==> src/rtl/cache_arbiter_pkg.sv <==
// Shared types and constants for the L1-to-L2 line-port arbiter.
package cache_arbiter_pkg;

    localparam int ADDR_W = 16;
    localparam int LINE_W = 256;
    localparam int OFF_W  = 5;

    typedef logic [ADDR_W-1:0] lc3b_word;
    typedef logic [LINE_W-1:0] lc3b_block;

    typedef enum logic [1:0] {
        ARB_IDLE = 2'd0,
        ARB_I    = 2'd1,
        ARB_D    = 2'd2
    } lc3b_arb_state;

    typedef struct packed {
        logic      read;
        logic      write;
        lc3b_word  address;
        lc3b_block wdata;
    } lc3b_line_req;

    localparam lc3b_word LINE_MASK = {{(ADDR_W-OFF_W){1'b1}}, {OFF_W{1'b0}}};

    function automatic lc3b_word line_align(input lc3b_word addr);
        return addr & LINE_MASK;
    endfunction

endpackage

==> src/rtl/cache_arbiter_if.sv <==
// One line-granular memory port; the requester is master, the responder slave.
interface cache_arbiter_if;
    import cache_arbiter_pkg::*;

    logic      read;
    logic      write;
    lc3b_word  address;
    lc3b_block wdata;
    lc3b_block rdata;
    logic      resp;

    modport master (output read, write, address, wdata, input rdata, resp);
    modport slave  (input read, write, address, wdata, output rdata, resp);

endinterface

==> src/rtl/cache_arb_grant_sel.sv <==
// Combinational winner pick between I- and D-cache requests.
// CACHE_ARB_RR_EN selects round-robin tie-break; otherwise D-cache always wins ties.
module cache_arb_grant_sel
    import cache_arbiter_pkg::*;
(
    input  logic          i_req_i,
    input  logic          i_req_d,
`ifdef CACHE_ARB_RR_EN
    input  lc3b_arb_state i_last_grant,
`endif
    output lc3b_arb_state o_grant
);

    // Winner selection; a tie is the only case where the builds differ
    always_comb begin
        o_grant = ARB_IDLE;
        if (i_req_i && i_req_d) begin
`ifdef CACHE_ARB_RR_EN
            if (i_last_grant == ARB_D) begin
                o_grant = ARB_I;
            end else begin
                o_grant = ARB_D;
            end
`else
            o_grant = ARB_D;
`endif
        end else if (i_req_d) begin
            o_grant = ARB_D;
        end else if (i_req_i) begin
            o_grant = ARB_I;
        end else begin
            o_grant = ARB_IDLE;
        end
    end

endmodule

==> src/rtl/cache_arbiter_chk.sv <==
// Simulation-only protocol checks for cache_arbiter: illegal read+write and stray mem_resp.
module cache_arbiter_chk
    import cache_arbiter_pkg::*;
(
    input logic          clk,
    input logic          rst_n,
    input logic          i_ic_read,
    input logic          i_ic_write,
    input logic          i_dc_read,
    input logic          i_dc_write,
    input lc3b_arb_state i_state,
    input logic          i_mem_resp
);

    a_ic_rw: assert property (@(posedge clk) disable iff (!rst_n)
        (i_state == ARB_IDLE) |-> !(i_ic_read && i_ic_write))
        else $warning("cache_arbiter: I-cache read and write together");

    a_dc_rw: assert property (@(posedge clk) disable iff (!rst_n)
        (i_state == ARB_IDLE) |-> !(i_dc_read && i_dc_write))
        else $warning("cache_arbiter: D-cache read and write together");

    a_idle_resp: assert property (@(posedge clk) disable iff (!rst_n)
        (i_state == ARB_IDLE) |-> !i_mem_resp)
        else $warning("cache_arbiter: mem_resp with no transaction open");

endmodule

==> src/rtl/cache_arbiter.sv <==
// Shares one line port to L2/pmem between I-cache and D-cache; the winner's request is
// latched and replayed until mem_resp. Optional round-robin tie-break via CACHE_ARB_RR_EN.
module cache_arbiter
    import cache_arbiter_pkg::*;
(
    input  logic            clk,
    input  logic            rst_n,
    cache_arbiter_if.slave  ic_bus,
    cache_arbiter_if.slave  dc_bus,
    cache_arbiter_if.master mem_bus
);

    lc3b_arb_state r_state;
    lc3b_line_req  r_req;
    lc3b_arb_state w_grant;
    lc3b_line_req  w_sel;
    logic          w_req_i;
    logic          w_req_d;

    assign w_req_i = ic_bus.read | ic_bus.write;
    assign w_req_d = dc_bus.read | dc_bus.write;

`ifdef CACHE_ARB_RR_EN
    lc3b_arb_state r_last_grant;

    // Remember the most recent winner for the next tie
    always_ff @(posedge clk or negedge rst_n) begin
        if (!rst_n) begin
            r_last_grant <= ARB_I;
        end else if ((r_state == ARB_IDLE) && (w_grant != ARB_IDLE)) begin
            r_last_grant <= w_grant;
        end
    end
`endif

    cache_arb_grant_sel u_grant_sel (
        .i_req_i      (w_req_i),
        .i_req_d      (w_req_d),
`ifdef CACHE_ARB_RR_EN
        .i_last_grant (r_last_grant),
`endif
        .o_grant      (w_grant)
    );

    // Mux the winning cache's request toward the latch
    always_comb begin
        w_sel = '0;
        if (w_grant == ARB_D) begin
            w_sel = '{read: dc_bus.read, write: dc_bus.write,
                      address: dc_bus.address, wdata: dc_bus.wdata};
        end else begin
            w_sel = '{read: ic_bus.read, write: ic_bus.write,
                      address: ic_bus.address, wdata: ic_bus.wdata};
        end
    end

    // Arbitration FSM; a write request overrides a simultaneous read
    always_ff @(posedge clk or negedge rst_n) begin
        if (!rst_n) begin
            r_state <= ARB_IDLE;
            r_req   <= '0;
        end else begin
            case (r_state)
                ARB_IDLE: begin
                    if (w_grant != ARB_IDLE) begin
                        r_state       <= w_grant;
                        r_req.read    <= w_sel.read & ~w_sel.write;
                        r_req.write   <= w_sel.write;
                        r_req.address <= line_align(w_sel.address);
                        r_req.wdata   <= w_sel.wdata;
                    end
                end
                ARB_I, ARB_D: begin
                    if (mem_bus.resp) begin
                        r_state     <= ARB_IDLE;
                        r_req.read  <= 1'b0;
                        r_req.write <= 1'b0;
                    end
                end
                default: begin
                    r_state     <= ARB_IDLE;
                    r_req.read  <= 1'b0;
                    r_req.write <= 1'b0;
                end
            endcase
        end
    end

    assign mem_bus.read    = r_req.read;
    assign mem_bus.write   = r_req.write;
    assign mem_bus.address = r_req.address;
    assign mem_bus.wdata   = r_req.wdata;

    // Response reaches only the owner, in the same cycle as mem_resp
    assign ic_bus.rdata = mem_bus.rdata;
    assign dc_bus.rdata = mem_bus.rdata;
    assign ic_bus.resp  = mem_bus.resp & (r_state == ARB_I);
    assign dc_bus.resp  = mem_bus.resp & (r_state == ARB_D);

    cache_arbiter_chk u_chk (
        .clk        (clk),
        .rst_n      (rst_n),
        .i_ic_read  (ic_bus.read),
        .i_ic_write (ic_bus.write),
        .i_dc_read  (dc_bus.read),
        .i_dc_write (dc_bus.write),
        .i_state    (r_state),
        .i_mem_resp (mem_bus.resp)
    );

endmodule

==> src/flat_wrapper.sv <==
// flat-port wrapper written by rule: the top's interface ports become plain ports
module cache_arbiter_flat import cache_arbiter_pkg::*;
  (clk, rst_n, ic_bus_read, ic_bus_write, ic_bus_address, ic_bus_wdata, ic_bus_rdata, ic_bus_resp, dc_bus_read, dc_bus_write, dc_bus_address, dc_bus_wdata, dc_bus_rdata, dc_bus_resp, mem_bus_read, mem_bus_write, mem_bus_address, mem_bus_wdata, mem_bus_rdata, mem_bus_resp);
  cache_arbiter_if ic_bus_i ();
  cache_arbiter_if dc_bus_i ();
  cache_arbiter_if mem_bus_i ();
  input  logic clk;
  input  logic rst_n;
  input wire logic [$bits(ic_bus_i.read)-1:0] ic_bus_read;
  input wire logic [$bits(ic_bus_i.write)-1:0] ic_bus_write;
  input wire logic [$bits(ic_bus_i.address)-1:0] ic_bus_address;
  input wire logic [$bits(ic_bus_i.wdata)-1:0] ic_bus_wdata;
  output wire logic [$bits(ic_bus_i.rdata)-1:0] ic_bus_rdata;
  output wire logic [$bits(ic_bus_i.resp)-1:0] ic_bus_resp;
  input wire logic [$bits(dc_bus_i.read)-1:0] dc_bus_read;
  input wire logic [$bits(dc_bus_i.write)-1:0] dc_bus_write;
  input wire logic [$bits(dc_bus_i.address)-1:0] dc_bus_address;
  input wire logic [$bits(dc_bus_i.wdata)-1:0] dc_bus_wdata;
  output wire logic [$bits(dc_bus_i.rdata)-1:0] dc_bus_rdata;
  output wire logic [$bits(dc_bus_i.resp)-1:0] dc_bus_resp;
  output wire logic [$bits(mem_bus_i.read)-1:0] mem_bus_read;
  output wire logic [$bits(mem_bus_i.write)-1:0] mem_bus_write;
  output wire logic [$bits(mem_bus_i.address)-1:0] mem_bus_address;
  output wire logic [$bits(mem_bus_i.wdata)-1:0] mem_bus_wdata;
  input wire logic [$bits(mem_bus_i.rdata)-1:0] mem_bus_rdata;
  input wire logic [$bits(mem_bus_i.resp)-1:0] mem_bus_resp;
  assign ic_bus_i.read = ic_bus_read;
  assign ic_bus_i.write = ic_bus_write;
  assign ic_bus_i.address = ic_bus_address;
  assign ic_bus_i.wdata = ic_bus_wdata;
  assign ic_bus_rdata = ic_bus_i.rdata;
  assign ic_bus_resp = ic_bus_i.resp;
  assign dc_bus_i.read = dc_bus_read;
  assign dc_bus_i.write = dc_bus_write;
  assign dc_bus_i.address = dc_bus_address;
  assign dc_bus_i.wdata = dc_bus_wdata;
  assign dc_bus_rdata = dc_bus_i.rdata;
  assign dc_bus_resp = dc_bus_i.resp;
  assign mem_bus_read = mem_bus_i.read;
  assign mem_bus_write = mem_bus_i.write;
  assign mem_bus_address = mem_bus_i.address;
  assign mem_bus_wdata = mem_bus_i.wdata;
  assign mem_bus_i.rdata = mem_bus_rdata;
  assign mem_bus_i.resp = mem_bus_resp;
  cache_arbiter u_core (.clk(clk), .rst_n(rst_n), .ic_bus(ic_bus_i), .dc_bus(dc_bus_i), .mem_bus(mem_bus_i));
endmodule
==> config.mk <==
export PLATFORM = sky130hd
export DESIGN_NAME = cache_arbiter_flat
export DESIGN_NICKNAME = d
export VERILOG_FILES = /design/src/rtl/cache_arbiter_pkg.sv /design/src/rtl/cache_arbiter_if.sv /design/src/rtl/cache_arb_grant_sel.sv /design/src/rtl/cache_arbiter_chk.sv /design/src/rtl/cache_arbiter.sv /design/src/flat_wrapper.sv
export SDC_FILE = /design/constraint.sdc
export NUM_CORES = 1
export LEC_CHECK = 0
export BUFFER_PORTS_ARGS = -buffer_cell sky130_fd_sc_hd__buf_2
export CAP_MARGIN = 10
export CORE_AREA = 2 2 621 623
export DETAILED_ROUTE_END_ITERATION = 8
export DIE_AREA = 0 0 623 625
export GPL_ROUTABILITY_DRIVEN = 0
export PLACE_DENSITY = 0.3
export SLEW_MARGIN = 20
export SYNTH_ARGS = -nofsm -noshare
export SYNTH_HDL_FRONTEND = slang
export SYNTH_SLANG_ARGS = --single-unit
==> constraint.sdc <==
create_clock -name clk -period 1.5 [get_ports clk]
set_clock_uncertainty 0.2 [all_clocks]
set_input_delay 0.225 -clock clk [delete_from_list [all_inputs] [get_ports clk]]
set_output_delay 0.225 -clock clk [all_outputs]
set_load 0.01 [all_outputs]
==> results of run 1 <==
stage by stage:
| step | hold WS [ns] | util [%] |
|---|---|---|
| global route | 0.109 | 9.50 |
| floorplan | -0.271 | - |
| detailed placement | -0.0796 | 6.26 |
| global placement | -0.0765 | 6.26 |
| finish | 0.152 | 9.50 |
| CTS | 0.0502 | 9.31 |
repair_timing:
item,CTS,global route
pin swaps,15,15
hold buffers,543,0
hold endpoints to repair,542,0
setup endpoints to repair,542,813
gates cloned,56,10
setup buffers,129,22
gates resized for setup,712,241
state kept, by name (all words and copies together), names as in the netlist:
name / flops
u_core.mem_bus.write: 1
u_core.mem_bus.wdata: 256
u_core.r_state: 2
u_core.mem_bus.read: 1
u_core.mem_bus.address: 11
power groups by stage:
stage	Clock, uW	Sequential, uW	Combinational, uW
after global placement	0	13300	23600
after CTS	11800	14000	41600
after floorplan	0	14600	8140
after global routing	11900	14600	44500
after detailed placement	0	13300	23600
final	11200	14100	41500
layout by cell type (no fill, tap or decap), types with 29 or more instances in the layout:
cell type / count
o21ai_1: 151
dlygate4sd3_1: 540
mux2i_1: 267
buf_12: 68
buf_6: 239
buf_16: 48
dfrtp_1: 268
buf_8: 29
buf_2: 580
buf_4: 170
o21ai_2: 97
nand2_1: 163
nand2_2: 91
clkbuf_16: 54
layer usage:
layer	track usage [%]	up-vias	share of wire [%]
met1	9.69	8232	33
met5	0.963	-	0.54
met4	3.53	96	4.6
met2	15.9	1443	45
li1	-	7476	-
met3	7.46	545	16
how the worst max path moves through the flow:
stage / slack [ns] / endpoint / startpoint / cells after the start
global placement: -0.58 / u_core.mem_bus.wdata[59] / dc_bus_write / 8
detailed placement: -0.59 / u_core.mem_bus.wdata[59] / dc_bus_write / 8
floorplan: -0.10 / u_core.mem_bus.wdata[100] / u_core.r_state[1] / 8
global route: -0.64 / u_core.mem_bus.wdata[132] / u_core.r_state[0] / 11
CTS: -0.65 / dc_bus_resp / u_core.r_state[1] / 4
finish: -0.61 / u_core.mem_bus.wdata[104] / u_core.r_state[0] / 11
critical path, cell delays in order (launching register included):
cell	delay [ns]
dfrtp_1	0.40
inv_2	0.07
buf_4	0.11
ha_4	0.13
o41ai_4	0.09
buf_6	0.16
buf_16	0.16
buf_12	0.21
buf_12	0.12
buf_16	0.13
nand2_2	0.06
o21ai_2	0.04
logic make-up after synthesis:
| kind of cell | synth area share [%] |
|---|---|
| AND/OR/NAND/NOR | 6.42 |
| AO/OA/AOI/OAI | 8.62 |
| other | 0.0229 |
| multiplexers | 16.3 |
| buffers and inverters | 26.9 |
| flip-flops | 41.5 |
| adder cells (fa/ha/maj) | 0.229 |
cell type report:
class | count | area, um^2 | area share [%]
timing repair buffer | 1689 | 15700 | 43.2
antenna | 26 | 65.1 | 0.178
sequential | 271 | 6790 | 18.6
clock buffer | 58 | 1250 | 3.44
multi-input combinational | 828 | 6000 | 16.5
inverter | 5 | 18.8 | 0.0515
clock inverter | 20 | 255 | 0.700
tap | 5060 | 6330 | 17.4
==> results.py, run 1 <==
metrics = {
    "setup_path": {
        "r2r-end": "u_core.mem_bus.wdata[104]",
        "cp-start-kind": "flop",
        "crit_arrival_ns": 2.45,
        "crit_required_ns": 1.84,
        "critPathKind": "flop to flop",
        "r2r-start": "u_core.r_state[0]",
        "crit_fanout": 7,
        "r2r_setup_slack_ns": -0.61,
        "ff2ff_path_depth": 11,
        "end_kind": "flop",
    },
    "cells_and_area": {
        "nFillCells": 44300,
        "final_cell_area_um2": 36500,
        "synthToLayoutAreaGrowth_pct": 123,
        "drive_gt1_share_pct": 50.1,
        "finalNetCount": 3650,
        "instances_no_fill": 7957,
    },
    "sta": {
        "rsz0062_at_grt": "yes",
        "setup_viol": 560,
        "max_slew_margin_pct": 36.0,
        "period_share_pct": 140,
        "fmax_mhz": 475,
        "min_period_ns": 2.11,
        "hold_violations": 0,
        "worstMarginPinSlew_ns": 0.957,
        "worst_slack_ns": -0.607,
        "tns_ns": -161.07,
        "drv_slew": 0,
    },
    "synthesis": {
        "synth_flop_cell": "dfrtp_1",
        "syn_area_um2": 16400,
        "synth_warnings": 0,
        "synth_edf_count": 0,
        "synth_common_cells": "buf_4, dfrtp_1, nand2_1",
        "synth_seq_cells": 271,
        "ys_types": 22,
        "synthCells": 1705,
        "yosysMostFrequentCell": "buf_4",
        "avgSynthCellArea_um2": 9.59,
        "yosysSeqAreaShare_pct": 41.5,
        "synth_area_leaders": "dfrtp_1, buf_4, mux2i_1",
        "synth.largest_area_cell": "dfrtp_1",
        "synth-async-reset-ratio_pct": 100,
        "synth_top_area_share_pct": 41.5,
    },
    "routing": {
        "firstDrtPassIters": 5,
        "via_per_inst": 2.24,
        "wl_per_cell_um": 25.2,
        "drt_wl_total_mm": 201,
        "drtIter0Drc": 792,
        "postRouteAntennaNets": 0,
        "vias": 17800,
        "post-route-drc-count": 0,
    },
    "die": {
        "die_x_um": 623,
        "initial_core_util_pct": 4.26,
        "die_h_um": 625,
        "dieArea_um2": 389000,
        "coreArea_um2": 384000,
        "ios": 1595,
        "num_rows": 228,
    },
    "worst_hold_path": {
        "min_from": "dc_bus_wdata[214]",
        "hold_depth": 4,
        "hold_end": "u_core.mem_bus.wdata[214]",
        "hold_class": "input pin to flop",
    },
    "power_and_ir_drop": {
        "leakagePower_uw": 0.0148,
        "power_frac_comb_pct": 62.1,
        "p_per_area_nw_per_um2": 1830,
        "power.internal_uw": 38600,
        "p_total_uw": 66800,
        "p_seq_share_pct": 21.2,
        "power_frac_clock_pct": 16.7,
        "swShare_pct": 42.3,
        "switchingPower_uw": 28200,
        "peakVddDrop_mv": 0.815,
    },
    "placement": {
        "post-dp-hpwl_mm": 171,
        "port_buffers": 811,
        "dpl.cell_count": 7119,
        "place_ws_ns": -0.595,
        "post_dp_cell_area_um2": 24000,
    },
    "grt": {
        "grt_max_degree": 25,
        "grt_pass1_vias": 17900,
        "grt_use_total_pct": 9.90,
        "gr-total-overflow": 0,
        "grt_pass1_wl_mm": 239,
        "antenna_found_initial": 150,
    },
    "job": {
        "maxCapViolCount": 0,
    },
    "cts": {
        "tritoncts": "yes",
        "path_clk_slew_ns": 0.06,
        "clock_latency_ns": 0.68,
        "clock-sinks": 271,
        "clock_path_buffers": 3,
        "cts-root-buf": "clkbuf_16",
        "cts_buffers": 45,
        "htreeDepth": 2,
    },
    "status": {
        "violations": "setup timing",
        "outcome": "complete, but fails checks",
    },
}
(Power assumes the default switching activity.)
==> run 2: changes to the inputs <==
SETUP_SLACK_MARGIN = 0.2   (was default)
==> run 2 against run 1 <==
Effect of this change:
- the flow finishes with violations (hold timing, setup timing)
- critical path type unchanged
- global-route usage decreased by 0.11 points
- first-iteration DRC count increased by 15%
- sequential power about the same
==> results.py, run 2 (same netlist as run 1, synthesis figures left out) <==
metrics = {
    "status": {
        "violations": "hold timing, setup timing",
        "outcome": "complete, but fails checks",
    },
    "sta": {
        "drv_slew": 0,
        "min_period_ns": 2.05,
        "holdWs_ns": -0.0560,
        "tns_ns": -156.56,
        "rsz0062_at_grt": "yes",
        "hold_violations": 3,
        "period_share_pct": 136,
        "max_slew_margin_pct": 41.9,
        "setup_viol": 571,
        "worstMarginPinSlew_ns": 0.869,
        "fmax_mhz": 488,
        "worst_slack_ns": -0.547,
    },
    "placement": {
        "post-dp-hpwl_mm": 171,
        "dpl.cell_count": 7096,
        "post_dp_cell_area_um2": 23800,
        "port_buffers": 811,
        "place_ws_ns": -0.590,
    },
    "cells_and_area": {
        "synthToLayoutAreaGrowth_pct": 120,
        "instances_no_fill": 7923,
        "drive_gt1_share_pct": 50.9,
        "top_regs": "u_core.mem_bus.wdata: 256 flops, u_core.mem_bus.address: 11 flops, u_core.r_state: 2 flops",
        "finalNetCount": 3623,
        "top_register": "u_core.mem_bus.wdata",
        "largest_register_ffs": 256,
        "final_common_cell": "buf_2",
        "final_cell_area_um2": 36000,
        "final_cell_mix": "buf_2, dlygate4sd3_1, dfrtp_1, mux2i_1, buf_6",
    },
    "grt": {
        "use_met3_pct": 7.13,
        "grt_use_total_pct": 9.79,
        "busiest_layer": "met2",
        "grt_pass1_vias": 17600,
        "grt_max_degree": 64,
        "antenna_found_initial": 140,
        "grt_pass1_wl_mm": 235,
        "grt_util_met2_pct": 15.3,
        "gr-total-overflow": 0,
        "grt_use_met1_pct": 9.69,
    },
    "power_and_ir_drop": {
        "p_per_area_nw_per_um2": 1840,
        "leakagePower_uw": 0.0147,
        "p_total_uw": 66400,
        "peakVddDrop_mv": 0.922,
    },
    "cts": {
        "path_clk_slew_ns": 0.05,
        "clock_latency_ns": 0.68,
        "clock-sinks": 271,
        "cts_buffers": 44,
        "clock_path_buffers": 3,
        "cts-root-buf": "clkbuf_16",
        "tritoncts": "yes",
        "htreeDepth": 2,
        "cts_hold_buf": 540,
    },
    "die": {
        "initial_core_util_pct": 4.26,
        "ios": 1595,
        "dieArea_um2": 389000,
        "coreArea_um2": 384000,
        "num_rows": 228,
        "die_x_um": 623,
        "die_h_um": 625,
    },
    "routing": {
        "post-route-drc-count": 0,
        "postRouteAntennaNets": 0,
        "via_per_inst": 2.25,
        "wl_per_cell_um": 25.8,
        "drt_wl_total_mm": 204,
        "vias": 17800,
        "drtIter0Drc": 908,
        "firstDrtPassIters": 4,
    },
    "setup_path": {
        "end_kind": "flop",
        "critPathKind": "flop to flop",
        "crit_fanout": 8,
        "r2r_setup_slack_ns": -0.55,
        "crit_arrival_ns": 2.41,
        "crit_required_ns": 1.87,
        "cp-start-kind": "flop",
    },
    "job": {
        "maxCapViolCount": 0,
    },
    "worst_hold_path": {
        "hold_class": "input pin to asynchronous set/reset pin",
    },
}
-- run 2: cell count changes in the layout (fill, tap and decap cells not counted), sizes merged --
cell,previous run,this run
clkinv,11,10
dlymetal6s4s,2,0
bufbuf,3,2
buf,1134,1086
bufinv,4,6
clkbuf,68,93
inv,7,9
diode,26,15
-- run 2: layout make-up --
type | instances | area [um^2]
Antenna cell | 15 | 37.5
Inverter | 5 | 18.8
Sequential cell | 271 | 6780
Clock inverter | 23 | 328
Multi-Input combinational cell | 828 | 6230
Timing Repair Buffer | 1663 | 15100
Fill cell | 44300 | 348000
Clock buffer | 58 | 1230
Tap cell | 5060 | 6330
-- run 2: timing repair --
action	in CTS	in global routing
gates resized for setup	514	353
endpoints found under the hold margin	542	3
buffers inserted	67	48
pin swaps	20	27
setup endpoints to repair	542	777
cloned	25	51
-- run 2: metrics by stage --
stage	util [%]	hold WS, ns
6_report	9.39	-0.0560
4_1_cts	8.73	-0.0975
2_1_floorplan	-	-0.271
5_1_grt	9.38	-0.0627
3_3_place_gp	6.20	-0.135
3_5_place_dp	6.20	-0.145
-- run 2: routing by layer --
metal / part of all wire, % / wire length [um]
met5: 0.46 / 936
met4: 5.7 / 11700
met3: 15 / 31500
met2: 44 / 90500
met1: 34 / 69800
-- run 2: final timing paths --
path,from,to,cells after the start
setup / recovery,u_core.r_state[0],u_core.mem_bus.wdata[26],11
hold / removal,rst_n,u_core.mem_bus.wdata[178],2
setup reg to reg,u_core.r_state[0],u_core.mem_bus.wdata[26],11
hold reg to reg,u_core.mem_bus.wdata[46],u_core.mem_bus.wdata[46],2
max in group asynchronous,rst_n,u_core.mem_bus.wdata[47],3
min in group clk,dc_bus_wdata[154],u_core.mem_bus.wdata[154],4
-- run 2: worst max-delay path, stage by stage, from the launching register on --
cell	delay (ns)
dfrtp_1	0.39
inv_2	0.07
buf_4	0.11
ha_4	0.14
o41ai_4	0.09
buf_12	0.17
buf_6	0.13
buf_8	0.12
buf_12	0.12
bufbuf_16	0.26
nand2_2	0.07
o21ai_2	0.05
-- run 2: where the power goes --
group / switching, uW / total, uW / internal (uW) / leakage, uW
Clock: 4870 / 11700 / 6850 / 0.000758
Combinational: 21300 / 40700 / 19400 / 0.0106
Sequential: 2900 / 13900 / 11000 / 0.00330
